===== config.mk =====
export PLATFORM = sky130hd
export DESIGN_NAME = normalize_ctrl
export DESIGN_NICKNAME = d
export VERILOG_FILES = /design/src/rtl/normalize_ctrl.sv
export SDC_FILE = /design/constraint.sdc
export NUM_CORES = 1
export LEC_CHECK = 0
export ABC_CLOCK_PERIOD_IN_PS = 2020
export CAP_MARGIN = 40
export CORE_ASPECT_RATIO = 1.1
export CORE_MARGIN = 5
export CORE_UTILIZATION = 44
export DETAILED_ROUTE_END_ITERATION = 8
export HOLD_SLACK_MARGIN = 0.15
export PLACE_DENSITY = 0.78
export SYNTH_ARGS = -nofsm -noshare
export SYNTH_HDL_FRONTEND = slang
export SYNTH_SLANG_ARGS = --single-unit

===== constraint.sdc =====
create_clock -name clk -period 2.02 [get_ports clk]
set_input_delay 0.202 -clock clk [delete_from_list [all_inputs] [get_ports clk]]
set_output_delay 0.202 -clock clk [all_outputs]
set_load 0.01 [all_outputs]

===== src/rtl/normalize_ctrl.sv =====
// Finds the leading-zero count of an operand MSB-first, one bit per cycle, and drives an external barrel shifter.
// Latency: accept edge + lz + 2 edges (1 for a zero operand); single operand in flight, in_ready low until the result is taken.
module normalize_ctrl #(
    parameter int N     = 8,
    parameter int LOG_N = 3
) (
    input  logic             clk,
    input  logic             rst_n,
    input  logic             in_valid,
    output logic             in_ready,
    input  logic [N-1:0]     in_data,
    output logic [N-1:0]     sh_data,
    output logic [LOG_N-1:0] sh_sel,
    input  logic [N-1:0]     sh_result,
    output logic             out_valid,
    input  logic             out_ready,
    output logic [N-1:0]     out_data,
    output logic [LOG_N-1:0] out_lz,
    output logic             out_zero
);

    typedef enum logic [1:0] {
        IDLE    = 2'd0,
        SCAN    = 2'd1,
        CAPTURE = 2'd2,
        DONE    = 2'd3
    } state_t;

    state_t           state;
    state_t           state_nxt;
    logic [N-1:0]     data_reg;
    logic [LOG_N-1:0] cnt;
    logic [LOG_N-1:0] scan_idx;
    logic             scan_bit;

    assign scan_idx = LOG_N'(N - 1) - cnt;
    assign scan_bit = data_reg[scan_idx];

    always_ff @(posedge clk or negedge rst_n) begin
        if (!rst_n) begin
            state <= IDLE;
        end else begin
            state <= state_nxt;
        end
    end

    always_comb begin
        state_nxt = state;
        case (state)
            IDLE:    if (in_valid) state_nxt = (in_data == '0) ? DONE : SCAN;
            SCAN:    if (scan_bit) state_nxt = CAPTURE;
            CAPTURE: state_nxt = DONE;
            DONE:    if (out_ready) state_nxt = IDLE;
            default: state_nxt = IDLE;
        endcase
    end

    // Shift select stays on cnt through CAPTURE so sh_result has settled for a full cycle when sampled.
    assign in_ready  = (state == IDLE);
    assign out_valid = (state == DONE);
    assign sh_data   = data_reg;
    assign sh_sel    = (state == SCAN || state == CAPTURE) ? cnt : '0;

    always_ff @(posedge clk or negedge rst_n) begin
        if (!rst_n) begin
            data_reg <= '0;
            cnt      <= '0;
            out_data <= '0;
            out_lz   <= '0;
            out_zero <= 1'b0;
        end else begin
            case (state)
                IDLE: begin
                    if (in_valid) begin
                        data_reg <= in_data;
                        cnt      <= '0;
                        if (in_data == '0) begin
                            out_data <= '0;
                            out_lz   <= '0;
                            out_zero <= 1'b1;
                        end else begin
                            out_zero <= 1'b0;
                        end
                    end
                end
                SCAN: begin
                    if (!scan_bit) cnt <= cnt + LOG_N'(1);
                end
                CAPTURE: begin
                    out_data <= sh_result;
                    out_lz   <= cnt;
                end
                default: ;
            endcase
        end
    end

endmodule


==> results.json <==
{
  "crit_chain": "inv_1 > ha_4 > and2_1 > clkdlybuf4s50_1",
  "clk_pin_slew_ns": 0.15,
  "hold_viol": 0,
  "die_h_um": 67.0,
  "cts_tree": "yes",
  "switching_share_pct": 38.8,
  "start_kind": "flip-flop",
  "maxSlewViolCount": 0,
  "grt_pass1_wl_um": 5180,
  "worst_skew_pair.late_latency_ns": 0.33,
  "timing.final.crit_share_pct": 97.5,
  "seqPwrFrac_pct": 34.5,
  "synth_area_leaders": "dfrtp_1 (48%), mux2_1 (6.9%), ha_1 (5.8%), mux2i_1 (4.6%), nand3_1 (4.6%)",
  "path_class": "flip-flop to primary output",
  "wl_per_cell_um": 15.1,
  "ys_warn_count": 0,
  "rows": 20,
  "ys_types": 30,
  "drt_iter0_drc": 21,
  "postRouteAntennaNets": 0,
  "avgSynthCellArea_sq_um": 10.1,
  "fin_skew_ns": 0.00961,
  "grt_pass1_vias": 1181,
  "slowest_stage": "clkdlybuf4s50_1",
  "peakVddDrop_v": 0.000801,
  "p_int_uw": 1580,
  "yosysTopAreaCell": "dfrtp_1",
  "areaGrowthSynthToFinish_pct": 41.2,
  "antenna_found_initial": 0,
  "outcome": "complete, no violations",
  "endpoint_kind": "primary output",
  "p_clk_share_pct": 9.3,
  "cp.required_ns": 1.82,
  "cts_made_buffers": 3,
  "synth_top_area_share_pct": 48.1,
  "clock_sinks": 25,
  "synth_area_sq_um": 1300,
  "firstDrtPassIters": 4,
  "maxSlewHeadroom_pct": 71.7,
  "port_buffers": 44,
  "worst_pin_slew_ns": 0.425,
  "n_antenna_cell": 0,
  "drive_gt1_share_pct": 9.04,
  "ys_ff_latch": 25,
  "p_comb_share_pct": 56.2,
  "syn_inst": 129,
  "setup_viol": 0,
  "via_per_inst": 5.28,
  "syn_nets": 155,
  "dieArea_sq_um": 4140,
  "io_pins": 45,
  "ys_seq_area_share_pct": 48.1,
  "grt_max_degree": 26,
  "total_power_uw": 2590,
  "vias": 1109,
  "synth_most_common_cell": "dfrtp_1",
  "max_stage_delay_ns": 0.47,
  "grt_usage_pct": 17.0,
  "synth_edf_count": 0,
  "synth_common_cells": "dfrtp_1 (25), inv_1 (16), nand3_1 (12)",
  "cts.root.buffer_cell": "clkbuf_4",
  "leakage_uw": 0.000788,
  "hold_class": "input port to async pin",
  "crit_path_max_fanout": 4,
  "clockBufferDepth": 2,
  "critPathArrivalTime_ns": 1.77,
  "fin_crit_ns": 1.97,
  "max_freq_ghz": 0.508,
  "drc": 0,
  "grt_overflow": 0,
  "drv_cap": 0,
  "power_switching_uw": 1000,
  "ys.flop_type": "dfrtp_1",
  "synthArstFlopShare_pct": 100,
  "dp_hpwl_um": 2410,
  "die_w_um": 61.8,
  "start_util_pct": 46.4,
  "p_per_area_nw_per_um2": 1410,
  "finish.utilization_pct": 65.5,
  "h-tree-depth": 1,
  "nets": 204,
  "core_area_sq_um": 2800,
  "routabilityCongestion": 0.839,
  "routed_wl_um": 3170
}
[metrics by stage]
step,cells,instance area (sq um),setup WS [ns],hold slack (ns),TNS [ns]
floorplan,129,1300,0.501,-0.0936,0
global placement,203,1770,0.297,0.486,0
detailed placement,203,1770,0.236,0.466,0
CTS,209,1820,0.0164,0.226,0
global route,210,1840,-0.0204,0.220,-0.0423
finish,210,1840,0.0511,0.211,0
[metal layers]
layer	routed length [um]	global-route usage, %	vias to the layer above	share of wire (%)
met5	0	0	-	0
li1	-	-	533	-
met2	1710	30.8	38	54
met3	173	3.68	9	5.5
met1	1210	18.3	529	38
met4	76	7.16	0	2.4
[state kept, by name, indices dropped and copies added, names as in the netlist]
register  count
cnt           3
out_data      8
state         2
sh_data       8
out_zero      1
out_lz        3
[cell usage in the layout (no fill, tap or decap), types with 2 or more instances in the layout]
cell type        netlist  layout
o211ai_1               2       2
clkdlybuf4s50_1        0      44
nand2_1                7       7
nor4_1                 2       2
a21oi_1                2       2
o21ai_1               11      11
ha_1                   6       5
a21o_1                 2       2
mux2_1                 8       8
nand3_1               12      12
o21ai_0                3       3
buf_4                  1       7
nor2_1                 5       5
and2_1                 3       3
and3_1                 2       2
inv_1                 16      16
clkbuf_4               0       3
mux2i_1                6       6
dfrtp_1               25      25
[power groups by stage]
| stage | logic [uW] | clock network [uW] | registers (uW) |
|---|---|---|---|
| finish | 1460 | 240 | 893 |
| global placement | 1350 | 0 | 901 |
| global route | 1610 | 260 | 930 |
| detailed placement | 1380 | 0 | 913 |
| CTS | 1420 | 240 | 896 |
| floorplan | 711 | 0 | 940 |
[worst paths after layout]
check,end,cells after the start,from,slack (ns)
min in group clk,out_data[4],3,sh_result[4],0.40
min,sh_data[3],2,rst_n,0.21
max in group asynchronous,cnt[0],2,rst_n,1.56
max,sh_sel[1],4,state[0],0.05
min reg2reg,out_zero,1,out_zero,0.50
max reg2reg,state[1],5,cnt[0],0.41
[cells by family (layout without fill, tap and decap cells)]
group | Yosys count | in the layout | share of synthesized area [%]
AO/OA/AOI/OAI | 22 | 22 | 9.91
adder cells (fa/ha/maj) | 6 | 6 | 5.77
buffers and inverters | 24 | 72 | 8.08
flip-flops | 25 | 25 | 48.1
multiplexers | 14 | 14 | 11.6
AND/OR/NAND/NOR | 38 | 38 | 16.6
[timing repair]
action	CTS	global route
gates resized for setup	0	1
setup endpoints to repair	3	4
pin swaps	0	0
hold buffers	0	0
setup buffers	2	1
hold endpoints to repair	0	0
[worst max-delay path, delay by kind of cell, from the launching register on]
kind,cells,cell delay (ns)
buffers and inverters,2,0.64
adder cells (fa/ha/maj),1,0.24
AND/OR/NAND/NOR,1,0.15
flip-flops,1,0.42
[cell type report]
cell class | count | area [sq um]
Inverter | 17 | 63.8
Fill cell | 238 | 967
Timing Repair Buffer | 51 | 493
Sequential cell | 25 | 626
Multi-Input combinational cell | 80 | 582
Tap cell | 33 | 41.3
Clock buffer | 3 | 22.5
Clock inverter | 1 | 7.51
No activity file was read; power rests on OpenSTA's default activity.
